File: config.mk
export PLATFORM = sky130hd
export DESIGN_NAME = regfile_wb_arbiter
export DESIGN_NICKNAME = d
export VERILOG_FILES = /design/src/rtl/regfile_wb_arbiter.sv
export SDC_FILE = /design/constraint.sdc
export NUM_CORES = 1
export LEC_CHECK = 0
export ABC_AREA = 1
export CAP_MARGIN = 10
export CORE_UTILIZATION = 30
export DETAILED_ROUTE_END_ITERATION = 6
export HOLD_SLACK_MARGIN = 0.06
export SLEW_MARGIN = 20
export SYNTH_ARGS = -nofsm -noshare
export SYNTH_HDL_FRONTEND = slang
export SYNTH_SLANG_ARGS = --single-unit
File: constraint.sdc
create_clock -name clk -period 7.6 [get_ports clk]
set_input_delay 1.52 -clock clk [delete_from_list [all_inputs] [get_ports clk]]
set_output_delay 1.52 -clock clk [all_outputs]
set_load 0.02 [all_outputs]
File: src/rtl/regfile_wb_arbiter.sv
// Write-port arbiter for the register file: merges the single-cycle ALU writeback with
// FIFO-buffered load writebacks, with a starvation guard and a pending-load scoreboard.
module regfile_wb_arbiter #(
  parameter int LSU_FIFO_DEPTH = 4,
  parameter int STARVE_LIMIT   = 3
) (
  input  logic                              clk,
  input  logic                              rst,
  input  logic                              alu_valid,
  output logic                              alu_ready,
  input  logic [4:0]                        alu_rd,
  input  logic [31:0]                       alu_data,
  input  logic                              lsu_valid,
  output logic                              lsu_ready,
  input  logic [4:0]                        lsu_rd,
  input  logic [31:0]                       lsu_data,
  output logic                              wb_we,
  output logic [4:0]                        wb_addr,
  output logic [31:0]                       wb_data,
  input  logic [4:0]                        q1_addr,
  input  logic [4:0]                        q2_addr,
  output logic                              q1_busy,
  output logic                              q2_busy,
  output logic [$clog2(LSU_FIFO_DEPTH):0]   fifo_count,
  output logic                              starve_active
);

  localparam int PTR_W = $clog2(LSU_FIFO_DEPTH);
  localparam int CNT_W = PTR_W + 1;
  localparam int SC_W  = $clog2(STARVE_LIMIT + 1);

  logic [4:0]       mem_rd_q   [LSU_FIFO_DEPTH];
  logic [4:0]       mem_rd_d   [LSU_FIFO_DEPTH];
  logic [31:0]      mem_data_q [LSU_FIFO_DEPTH];
  logic [31:0]      mem_data_d [LSU_FIFO_DEPTH];
  logic [PTR_W-1:0] wr_ptr_q, wr_ptr_d, rd_ptr_q, rd_ptr_d;
  logic [CNT_W-1:0] count_q, count_d;
  logic [SC_W-1:0]  starve_q, starve_d;
  logic             wb_we_q, wb_we_d;
  logic [4:0]       wb_addr_q, wb_addr_d;
  logic [31:0]      wb_data_q, wb_data_d;

  logic fifo_empty, force_b, push, pop, alu_gnt;

  assign fifo_empty    = (count_q == '0);
  assign force_b       = (starve_q == SC_W'(STARVE_LIMIT)) && !fifo_empty;
  assign starve_active = force_b;
  assign alu_ready     = !rst && !force_b;
  assign lsu_ready     = !rst && (count_q < CNT_W'(LSU_FIFO_DEPTH));
  assign push          = lsu_valid && lsu_ready;
  assign pop           = !rst && !fifo_empty && (force_b || !alu_valid);
  assign alu_gnt       = !rst && alu_valid && !force_b;

  always_comb begin
    mem_rd_d   = mem_rd_q;
    mem_data_d = mem_data_q;
    wr_ptr_d   = wr_ptr_q;
    rd_ptr_d   = rd_ptr_q;
    count_d    = count_q;
    if (push) begin
      mem_rd_d[wr_ptr_q]   = lsu_rd;
      mem_data_d[wr_ptr_q] = lsu_data;
      wr_ptr_d             = wr_ptr_q + PTR_W'(1);
    end
    if (pop) rd_ptr_d = rd_ptr_q + PTR_W'(1);
    case ({push, pop})
      2'b10:   count_d = count_q + CNT_W'(1);
      2'b01:   count_d = count_q - CNT_W'(1);
      default: count_d = count_q;
    endcase

    // Counter only advances while the head is waiting; a pop or empty FIFO restarts it.
    if (fifo_empty || pop)                   starve_d = '0;
    else if (starve_q < SC_W'(STARVE_LIMIT)) starve_d = starve_q + SC_W'(1);
    else                                     starve_d = starve_q;

    wb_we_d   = 1'b0;
    wb_addr_d = wb_addr_q;
    wb_data_d = wb_data_q;
    if (pop) begin
      wb_we_d   = (mem_rd_q[rd_ptr_q] != 5'd0);
      wb_addr_d = mem_rd_q[rd_ptr_q];
      wb_data_d = mem_data_q[rd_ptr_q];
    end else if (alu_gnt) begin
      wb_we_d   = (alu_rd != 5'd0);
      wb_addr_d = alu_rd;
      wb_data_d = alu_data;
    end
  end

  // Scoreboard looks only at registered entries between rd_ptr and rd_ptr+count.
  always_comb begin
    logic [PTR_W-1:0] off;
    q1_busy = 1'b0;
    q2_busy = 1'b0;
    off     = '0;
    for (int i = 0; i < LSU_FIFO_DEPTH; i++) begin
      off = PTR_W'(i) - rd_ptr_q;
      if ({1'b0, off} < count_q) begin
        if (mem_rd_q[i] == q1_addr) q1_busy = 1'b1;
        if (mem_rd_q[i] == q2_addr) q2_busy = 1'b1;
      end
    end
    q1_busy = q1_busy && (q1_addr != 5'd0);
    q2_busy = q2_busy && (q2_addr != 5'd0);
  end

  always_ff @(posedge clk) begin
    mem_rd_q   <= mem_rd_d;
    mem_data_q <= mem_data_d;
  end

  always_ff @(posedge clk) begin
    if (rst) begin
      wr_ptr_q  <= '0;
      rd_ptr_q  <= '0;
      count_q   <= '0;
      starve_q  <= '0;
      wb_we_q   <= 1'b0;
      wb_addr_q <= '0;
      wb_data_q <= '0;
    end else begin
      wr_ptr_q  <= wr_ptr_d;
      rd_ptr_q  <= rd_ptr_d;
      count_q   <= count_d;
      starve_q  <= starve_d;
      wb_we_q   <= wb_we_d;
      wb_addr_q <= wb_addr_d;
      wb_data_q <= wb_data_d;
    end
  end

  assign wb_we      = wb_we_q;
  assign wb_addr    = wb_addr_q;
  assign wb_data    = wb_data_q;
  assign fifo_count = count_q;

endmodule

Word level (Yosys, flattened, before mapping)
Cells that the tools add are included.
W data, S select, Z words.

operators by class
  muxes and demuxes = 35
  equality and inequality tests = 11
  reduce and logical (&&, ||, !) cells = 25
  $mul = 0
  add/subtract/negate cells = 9
  bitwise logic cells = 2
  divide/modulo/power cells = 0
  magnitude comparators = 9
  shifts and indexed selects = 0

operators by type and width
  kind                   number
  $mux W32               5
  $bwmux W128            1
  $bmux W32 S2           1
  $demux W32 S2          1
  $eq A5 B5 Y1           8
  $mux W5                5
  $bwmux W20             1
  $reduce_bool A5 Y1     4
  $mux W1                18
  $lt A2 B3 Y1           4
  $logic_and A1 B1 Y1    11
  $bmux W5 S2            1
  $demux W5 S2           1
  $add A2 B1 Y2 const B  3
  $ge A3 B3 Y1 const B   2
  $not A2 Y3             2
  $pmux W3 S2            1
  $eq A2 B2 Y1 const B   2
  $logic_not A1 Y1       4
  $reduce_bool A2 Y1     2
  $sub A1 B2 Y2 const A  2
  $sub A2 B2 Y2 const A  2
  $add A3 B1 Y3 const B  1
  $logic_not A3 Y1       1
  7 further kinds        8

storage, ports and cells
  bits in writable memories = 0
  output and inout bits = 46
  memory bits (read-only) = 0
  bits of input ports = 88
  memories kept = 0
  bits in latches = 0
  logic and storage cells = 106
  bits in registers = 195

Longest topological paths before layout
  word-level depth = 10
  gate-level depth with buffers = 15
  mapped depth without buffers = 14

Least setup slack after synthesis
Ideal clock, no wire load.

  kind = input port to flip-flop
  from = input rst
  to = register mem_data_q[0] (netlist bit), enable pin
  library setup time = 0.431 ns
  data arrival time = 3.703 ns
  stages = 3
  setup slack = 3.465 ns
  required time = 7.169 ns
  path buffers = 0
  cells stage by stage = nor2_1 nand2_1 nor2_1

between the ends
  cells in the longest elaborated chain, start to end = 3

RTL lines
  what                  line  source
  start, declared       8     input logic rst,
  $logic_not A1 Y1      49    assign lsu_ready = !rst && (count_q < CNT_W'(LSU_FIFO_DEPTH));
  $logic_and A1 B1 Y1   49
  $logic_and A1 B1 Y1   50    assign push = lsu_valid && lsu_ready;
  end signal, assigned  110   mem_data_q <= mem_data_d;
  end, declared         34    logic [31:0] mem_data_q [LSU_FIFO_DEPTH];

Every way passes these cells.
A chain may end at the register's enable or synchronous reset.

Final worst setup path
  from = input q1_addr[1]
  to = output q1_busy

between the ends
  cells in the longest elaborated chain, start to end = 10
  elaborated cells on any way between the ends = 14
  classes of those cells = eq/ne (4); mux (8); reduce/logical (2)

RTL lines
  what                   line  source
  start, declared        20    input logic [4:0] q1_addr,
  $eq A5 B5 Y1           100   if (mem_rd_q[i] == q1_addr) q1_busy = 1'b1;
  $mux W1                100
  $mux W1                99    if ({1'b0, off} < count_q) begin
  $mux W1                100
  $mux W1                99
  $mux W1                100
  $mux W1                99
  $mux W1                100
  $mux W1                99
  $logic_and A1 B1 Y1 *  104   q1_busy = q1_busy && (q1_addr != 5'd0);
  end, declared          22    output logic q1_busy,

Mark *: on every way between the ends. The rest lies on a longest branch, timed or not.

==> results_dict.tcl <==
set metrics [dict create \
    drc_errors 0 \
    drt-vias-per-instance 4.606 \
    r2r_start "starve_q[0]$_SDFFE_PP0P_" \
    clock_latency_reported_for_the_late_side_of_the_worst_skew_pair_ps 430 \
    post-route-cell-area_sq_mm 0.01109 \
    global_route.overflow_total 0 \
    initial_utilization_pct 30.48 \
    post_route_cells_drive_above_1_share_pct 6.405 \
    post-cts-setup-buffers 0 \
    dpl.hpwl_mm 14.84 \
    hp-class "flop to flop" \
    synth_top_area_share_pct 50.94 \
    reg2regPathDepth 13 \
    tritoncts "done" \
    cts_hold_repair.buffers 0 \
    cts_htree_levels 4 \
    grt_start_max_net_pins 73 \
    crit_fanout 6 \
    insertedDiodeCount 0 \
    clk_pin_slew_worst_paths_ps 80 \
    critPathLaunchType "input pin" \
    startpoint_of_the_worst_hold_path "starve_q[0]$_SDFFE_PP0P_" \
    clk_path_buf_depth 2 \
    chipHeight_microns 172.5 \
    final_cells 1430 \
    whs_endpoint "starve_q[0]$_SDFFE_PP0P_" \
    ff2ff_setup_slack_ps 4730 \
    resize_count_post_cts 0 \
    ir_drop_mv 0.1569 \
    postSynthNetCount 1014 \
    drt_iter0_markers 525 \
    arrival_ps 3330 \
    worst_r2r_endpoint "fifo_count[2]$_SDFFE_PP0P_" \
    synth.top_cells.by_area "edfxtp_1 51%, nand2_1 16%, dfxtp_1 11%, nand3b_1 2.7%, nor2_1 2.5%" \
    unrepaired_setup_endpoints_after_global_routing "false" \
    port-buffer-count 133 \
    netlist_area_pre_place_sq_mm 0.008725 \
    post-place-cells 1397 \
    slew_violations 0 \
    tightest_slew_margin_relative_to_the_limit_pct 40.61 \
    min_path_cells 1 \
    layout.cells.most_common "nand2_1" \
    async_flop_share_pct 0 \
    run_status "finished clean" \
    antenna_violations_before_repair 1 \
    track_usage_pct 15.61 \
    syn_to_final_growth_pct 27.08 \
    vias 6586 \
    cts_inserted_buffers 17 \
    layout_common_cells "373 x nand2_1, 148 x edfxtp_1, 133 x clkdlybuf4s50_1" \
    routabilityCongestion 0.8399 \
    post_synthesis_cell_count 915 \
    top_usage_layer "met2" \
    fin_crit_ps 4853 \
    root_buffer "clkbuf_16" \
    fill_cells 2836 \
    synthesis.area_per_instance_sq_um 9.535 \
    synth.distinct_cells 34 \
    finalSetupTns_ps 0 \
    synth_largest_area_cell "edfxtp_1" \
    detailedRoute.firstPassIterationCount 5 \
    crit_path_capture_type "output port" \
    yosysWarningCount 0 \
    report.final.hold_viol_count 0 \
    io_pins 134 \
    placementRows 62 \
    p_leak_nw 4.372 \
    cp_data_required_time_ps 6080 \
    dieArea_sq_mm 0.02977 \
    clock_sink_count 195 \
    gr-usage-met1_pct 19.96 \
    maxCapViolCount 0 \
    timing.fmax_mhz 206.1 \
    wire_per_inst_microns 15.97 \
    placement.cell_area_sq_mm 0.01044 \
    antenna_left 0 \
    count_of_flip_flops_with_a_built_in_enable_after_synthesis 148 \
    route.final.wire_length_mm 22.84 \
    finalClockSkew_ps 10.07 \
    global_route_wire_length_before_repair_mm 35.53 \
    seq_total_area_yosys_pct 61.72 \
    finish.net_count 1132 \
    synth_ff_type "edfxtp_1" \
    core-area_sq_mm 0.02863 \
    power_per_cell_area_mw_per_mm2 229.1 \
    ys_seq_elements 195 \
    worst_pin_slew_ps 888.8 \
    finalCritPeriodShare_pct 63.85 \
    worstSetupPathType "input pin to output port" \
    chipWidth_microns 172.5 \
    finalSetupViolations 0 \
    timing.hold.ws_ps 450.2 \
    globalRouteMet3Util_pct 2.595 \
    number_of_global_route_vias_before_repair 6291 \
    globalRouteMet2Util_pct 26.85 \
]
per-stage QoR:
step	total power [mW]	utilization [%]	worst slack, ps
detailed placement	1.657	36.45	2753
global route	2.650	38.73	2531
CTS	2.563	38.64	2747
finish	2.540	38.73	2747
global placement	1.653	36.45	2732
floorplan	1.473	-	3465
per-layer routing:
layer  routed length, microns  up-vias
met5                       17        -
met2                    11390      200
met1                     9909     3105
met3                     1204       22
met4                      319        2
li1                         -     3257
power breakdown:
part           switching [mW]  internal [mW]
combinational           0.237          0.168
clock                   0.454          0.454
sequential             0.0327           1.19
registers in the layout (all words and copies together) (netlist names):
register    flops
mem_data_q    128
wb_data        32
mem_rd_q       20
wb_addr         5
fifo_count      3
rd_ptr_q        2
starve_q        2
wr_ptr_q        2
wb_we           1
cell usage after synthesis (4+ instances only):
cell / count
inv_2: 4
nor2_1: 58
inv_1: 44
o21ai_1: 10
xnor2_1: 9
buf_2: 21
nand4_1: 20
xor2_1: 15
or2_2: 9
dfxtp_1: 47
edfxtp_1: 148
clkbuf_1: 18
nand3b_1: 31
nor3_1: 4
nand3_1: 17
a21oi_1: 38
ha_1: 10
o21ai_0: 20
nand2_1: 374
worst max-delay path by stage:
stage                     from                    endpoint  slack [ps]  cells after the start
floorplan                  rst     mem_data_q[0]$_DFFE_PP_        3470                      3
global placement           rst    wb_data[27]$_SDFFE_PP0P_        2730                      9
detailed placement         rst  fifo_count[2]$_SDFFE_PP0P_        2750                     13
CTS                 q1_addr[1]                     q1_busy        2750                     10
global route        q1_addr[3]                     q1_busy        2530                     11
finish              q1_addr[1]                     q1_busy        2750                     10
logic make-up after synthesis:
family / synth area share [%]
and+or+nand+nor: 25.37
DFF: 61.72
xor gates and xnor gates: 2.409
buffers and inverters: 4.560
adders and majority gates: 1.664
muxes: 0.1147
AOI/OAI and AO/OA: 4.159
critical path: stages:
cell             delay [ps]
clkdlybuf4s50_1         620
inv_1                    90
nand2_1                  70
nand2_1                  50
nor2_1                   90
nand3_1                  80
nand2_1                  70
nor2_1                   50
nor2_1                   80
clkdlybuf4s50_1         600
area by class of cell:
cell class / instances / area, sq um / share of cell area [%]
clock buffers: 17 / 425.4 / 3.837
clock inverters: 15 / 198.9 / 1.794
inverters: 49 / 183.9 / 1.659
multi-input cells: 627 / 2987 / 26.94
flip-flops and latches: 195 / 5385 / 48.57
well taps: 384 / 480.5 / 4.334
repair buffers: 143 / 1426 / 12.87
Note: power is estimated with default switching activity, not from simulation.
